===== config.mk =====
export PLATFORM = sky130hd
export DESIGN_NAME = fp_align
export DESIGN_NICKNAME = d
export VERILOG_FILES = /design/src/rtl/fp_align.sv
export SDC_FILE = /design/constraint.sdc
export NUM_CORES = 1
export LEC_CHECK = 0
export CAP_MARGIN = 10
export CELL_PAD_IN_SITES_DETAIL_PLACEMENT = 1
export CELL_PAD_IN_SITES_GLOBAL_PLACEMENT = 1
export CORE_ASPECT_RATIO = 1.2
export CORE_MARGIN = 5
export CORE_UTILIZATION = 44
export CTS_BUF_LIST = sky130_fd_sc_hd__clkbuf_2 sky130_fd_sc_hd__clkbuf_4 sky130_fd_sc_hd__clkbuf_8
export CTS_CLUSTER_SIZE = 25
export DETAILED_ROUTE_END_ITERATION = 10
export PLACE_DENSITY_LB_ADDON = 0.1
export SLEW_MARGIN = 30
export SYNTH_ARGS = -nofsm -noshare
export SYNTH_HDL_FRONTEND = slang
export SYNTH_SLANG_ARGS = --single-unit

===== constraint.sdc =====
create_clock -name clk -period 5 [get_ports clk]
set_input_delay 0.5 -clock clk [delete_from_list [all_inputs] [get_ports clk]]
set_output_delay 0.5 -clock clk [all_outputs]
set_load 0.005 [all_outputs]

===== src/rtl/fp_align.sv =====
// Pre-add operand alignment: orders two FP operands by magnitude and right-shifts the smaller
// mantissa by the exponent difference. Optional sticky OR of shifted-out bits: FP_ALIGN_STICKY_EN.
module fp_align #(
    parameter int M = 23,
    parameter int E = 8
) (
    input  logic             clk,
    input  logic             rst,
    input  logic [M:0]       a_m,
    input  logic [E:0]       a_e,
    input  logic [M:0]       b_m,
    input  logic [E:0]       b_e,
    input  logic             in_valid,
    output logic             in_ready,
    output logic [2*M+2:0]   big_m,
    output logic [2*M+2:0]   small_m,
    output logic [E:0]       out_e,
    output logic             swap,
    output logic             out_valid,
    input  logic             out_ready
);

    localparam int W = 2*M+3;
    localparam int G = M+1;

    function automatic logic [W-1:0] extend(input logic [M:0] m);
        return {1'b0, m, {G{1'b0}}};
    endfunction

`ifdef FP_ALIGN_STICKY_EN
    // OR of every bit position below the shift amount, i.e. the bits a right shift by d discards.
    function automatic logic lost_or(input logic [W-1:0] v, input logic [E:0] d);
        logic acc;
        acc = 1'b0;
        for (int i = 0; i < W; i++) begin
            if (i < int'(d)) begin
                acc = acc | v[i];
            end else begin
                acc = acc;
            end
        end
        return acc;
    endfunction
`endif

    logic           swap_s;
    logic [M:0]     big_m_s;
    logic [M:0]     small_m_s;
    logic [E:0]     big_e_s;
    logic [E:0]     diff_s;

    logic           s1_valid_r;
    logic [M:0]     s1_big_m_r;
    logic [M:0]     s1_small_m_r;
    logic [E:0]     s1_e_r;
    logic [E:0]     s1_d_r;
    logic           s1_swap_r;

    logic           s1_adv_s;
    logic           s2_adv_s;
    logic [W-1:0]   small_ext_s;
    logic [W-1:0]   shifted_s;
    logic [W-1:0]   small_fin_s;

    assign s2_adv_s = !out_valid || out_ready;
    assign s1_adv_s = !s1_valid_r || s2_adv_s;
    assign in_ready = s1_adv_s && !rst;

    // Stage-1 magnitude compare and operand ordering; ties keep A as the larger operand.
    always_comb begin
        swap_s = (b_e > a_e) || ((b_e == a_e) && (b_m > a_m));
        if (swap_s) begin
            big_m_s   = b_m;
            small_m_s = a_m;
            big_e_s   = b_e;
            diff_s    = b_e - a_e;
        end else begin
            big_m_s   = a_m;
            small_m_s = b_m;
            big_e_s   = a_e;
            diff_s    = a_e - b_e;
        end
    end

    // Stage-1 pipeline register; data is only captured with a valid beat.
    always_ff @(posedge clk) begin
        if (rst) begin
            s1_valid_r <= 1'b0;
        end else if (s1_adv_s) begin
            s1_valid_r <= in_valid;
            if (in_valid) begin
                s1_big_m_r   <= big_m_s;
                s1_small_m_r <= small_m_s;
                s1_e_r       <= big_e_s;
                s1_d_r       <= diff_s;
                s1_swap_r    <= swap_s;
            end
        end
    end

    // Stage-2 alignment shift, saturating to zero once d covers the whole extended field.
    always_comb begin
        small_ext_s = extend(s1_small_m_r);
        if (s1_d_r >= (E+1)'(W)) begin
            shifted_s = {W{1'b0}};
        end else begin
            shifted_s = small_ext_s >> s1_d_r;
        end
        small_fin_s = shifted_s;
`ifdef FP_ALIGN_STICKY_EN
        small_fin_s[0] = shifted_s[0] | lost_or(small_ext_s, s1_d_r);
`endif
    end

    // Stage-2 output register; holds while the consumer stalls.
    always_ff @(posedge clk) begin
        if (rst) begin
            out_valid <= 1'b0;
            big_m     <= {W{1'b0}};
            small_m   <= {W{1'b0}};
            out_e     <= {(E+1){1'b0}};
            swap      <= 1'b0;
        end else if (s2_adv_s) begin
            out_valid <= s1_valid_r;
            if (s1_valid_r) begin
                big_m   <= extend(s1_big_m_r);
                small_m <= small_fin_s;
                out_e   <= s1_e_r;
                swap    <= s1_swap_r;
            end
        end
    end

endmodule


==> results.py <==
metrics = {
    "setup_path": {
        "crit_family": "buffers and inverters",
        "slowest_stage": "clkdlybuf4s50_1",
        "cp_data_required_time_ns": 5.19,
        "cpPeakStageDelay_ns": 0.48,
        "crit_fanout": 58,
        "crit_chain": "clkdlybuf4s50_1 > inv_1 > ha_1 > and4_1 > and3_1 > o21ai_0 > o21ai_4 > buf_12 > mux2i_1 > xnor2_1",
        "cp-end-kind": "flop",
        "cp-start-kind": "input pin",
        "crit_type": "input pin to flop",
        "cp_num_buf_inv": 3,
        "crit_arrival_ns": 3.40,
    },
    "logic_synthesis": {
        "yosys.area.top_type": "edfxtp_1",
        "ys_seq_area_share_pct": 42.01,
        "synthFlopType": "dfxtp_1",
        "synth.top_cell.area_share_pct": 22.88,
        "yosys_warnings": 0,
        "synth_edf_count": 67,
        "syn_area_um2": 8792,
        "synth_seq_cells": 151,
        "ys_top_cells_by_area": "edfxtp_1 23%, dfxtp_1 19%, nand2_1 7.0%",
        "synthCells": 944,
        "synth.distinct_cells": 63,
        "synth_commonest_cells": "164 x nand2_1, 84 x a21oi_1, 84 x dfxtp_1",
        "synth_most_common_cell": "nand2_1",
        "synthArstFlopShare_pct": 0,
        "avgSynthCellArea_um2": 9.314,
    },
    "hold_path": {
        "hp-class": "flop to flop",
    },
    "global_route": {
        "grt_pass1_vias": 7537,
        "grt_usage_pct": 21.38,
        "grt_pass1_wl_um": 39320,
        "grt_max_degree": 59,
        "antenna_found_initial": 0,
        "overflow": 0,
    },
    "power_and_ir_drop": {
        "cellLeakagePower_nw": 4.167,
        "p_per_area_nw_per_um2": 279.3,
        "ir_worst_vdd_mv": 0.1501,
    },
    "cts": {
        "htreeDepth": 4,
        "cts_tree": "built",
        "insertion_delay_ns": 0.46,
        "ctsHoldBuffers": 0,
        "cts_sinks": 151,
        "cts_resized": 0,
        "cts_buffers": 17,
        "postCtsSetupRepairBufs": 0,
        "clkTransAtPathRegs_ns": 0.08,
        "cts-root-buf": "clkbuf_8",
        "cts.path.max_buffers": 2,
    },
    "layout": {
        "finalInstanceArea_um2": 10770,
        "drive_gt1_share_pct": 9.647,
        "antennaDiodeCount": 0,
        "areaGrowthSynthToFinish_pct": 22.54,
        "layout.nets": 1178,
        "seq_area_um2": 3694,
        "multi_input_area_um2": 4498,
        "fillerInstances": 2261,
    },
    "routing": {
        "via_per_inst": 5.457,
        "drc": 0,
        "wire_per_inst_um": 18.65,
        "dr_total_vias": 7307,
        "firstDrtPassIters": 4,
        "drt_wl_total_um": 24970,
        "drt_iter0_drc": 412,
        "ant_nets": 0,
    },
    "sta": {
        "hold_ws_ns": 0.4578,
        "worst_slew_pin_slew_ns": 0.9836,
        "finalMaxSlewViolations": 0,
        "final.period_utilization_pct": 64.23,
        "fmax_mhz": 311.4,
        "period_needed_ns": 3.212,
        "setup_tns_ns": 0,
        "finClkSkew_ns": 0.01862,
        "hold_violations": 0,
        "setup_viol": 0,
        "relSlewSlack_pct": 33.82,
        "rsz0062_at_grt": "false",
    },
    "placement": {
        "portBuffers": 153,
        "placed_area_um2": 10330,
        "place_hpwl_um": 18710,
        "place.gp.congestion": 0.8928,
    },
    "floorplan": {
        "core_region_area_um2": 19620,
        "rows": 56,
        "io_pins": 180,
        "start_util_pct": 44.82,
        "fp.dieW_um": 139.0,
        "chipHeight_um": 164.9,
        "dieArea_um2": 22920,
    },
    "outcome": {
        "status": "completed",
    },
    "run": {
        "maxCapViolations": 0,
    },
}
==> stage by stage <==
stage / util, % / setup WS (ns) / total power [W] / std cells
floorplan: - / 2.187 / 0.001847 / 969
global placement: 52.64 / 1.040 / 0.002038 / 1306
detailed placement: 52.67 / 0.9585 / 0.002054 / 1306
CTS: 54.74 / 1.385 / 0.003020 / 1338
global route: 54.92 / 1.603 / 0.003156 / 1339
finish: 54.92 / 1.788 / 0.003009 / 1339
==> state kept, by name, indices dropped and copies added, names as in the netlist <==
| register | flops |
|---|---|
| big_m | 24 |
| out_e | 9 |
| s1_e_r | 9 |
| small_m | 48 |
| s1_d_r | 9 |
| s1_valid_r | 1 |
| swap | 1 |
| s1_swap_r | 1 |
| s1_small_m_r | 24 |
| out_valid | 1 |
| s1_big_m_r | 24 |
==> cell type report <==
class                      instances  share of cell area, %
inverter                          53                  1.846
timing repair buffer             165                  15.31
clock inverter                    10                  1.092
tap                              261                  3.031
multi-input combinational        677                  41.75
sequential                       151                  34.28
clock buffer                      22                  2.694
==> final timing paths <==
check                                start                        to  cells past startpoint  slack (ns)
hold / removal    small_m[38]$_SDFFE_PP0P_  small_m[38]$_SDFFE_PP0P_                      2        0.46
setup reg to reg       s1_d_r[0]$_DFFE_PP_  small_m[17]$_SDFFE_PP0P_                      7        2.11
setup / recovery                    a_e[4]       s1_d_r[7]$_DFFE_PP_                     10        1.79
hold reg to reg   small_m[38]$_SDFFE_PP0P_  small_m[38]$_SDFFE_PP0P_                      2        0.46
==> layout by cell type (no fill, tap or decap), types with 5 or more instances in the layout <==
cell type        Yosys  layout
nor2b_1              7       6
mux2i_1             33      33
buf_4               36      10
a221oi_1             6       6
inv_1               51      51
nand2_1            164     164
clkdlybuf4s50_1      0     152
mux2_2              31      31
dfxtp_1             84      84
a22oi_1             19      19
a21oi_1             84      84
and3_1               5       5
nor3_1              20      19
nor2_1              45      45
mux4_2              10      10
edfxtp_1            67      67
conb_1               1      26
a22o_1              28      28
clkbuf_8             0      20
nand2b_1             6       5
nand3_1              7       7
ha_1                41      41
o21ai_0             66      66
o22ai_1             13      13
a21o_1               9       9
==> report_power, final <==
part	switching (W)	internal (W)	total, W
logic	0.000368	0.000272	0.000640
registers	0.0000370	0.00136	0.00140
clock network	0.000475	0.000499	0.000973
==> logic make-up (layout without fill, tap and decap cells) <==
family / after synthesis / count (layout) / synth area share, %
compound gates: 246 / 246 / 17.42
xor+xnor: 6 / 6 / 0.5977
fa+ha+maj: 43 / 43 / 6.290
buf+inv: 141 / 250 / 8.097
flops: 151 / 151 / 42.01
mux: 78 / 78 / 11.48
other cells: 1 / 26 / 0.04265
simple gates: 278 / 278 / 14.06
==> worst min-delay path: stages, from the launching register on <==
cell	delay, ns
dfxtp_1	0.31
nand2_1	0.05
a21oi_1	0.05
==> metal layers <==
metal	routed length [µm]	GRT usage, %	up-vias	part of all wire (%)
met1	10600	25.69	3522	42
met4	648	7.429	0	2.6
li1	-	-	3569	-
met3	1186	3.910	39	4.8
met5	0	0	-	0
met2	12540	38.58	177	50
No activity file was read; power rests on OpenSTA's default activity.
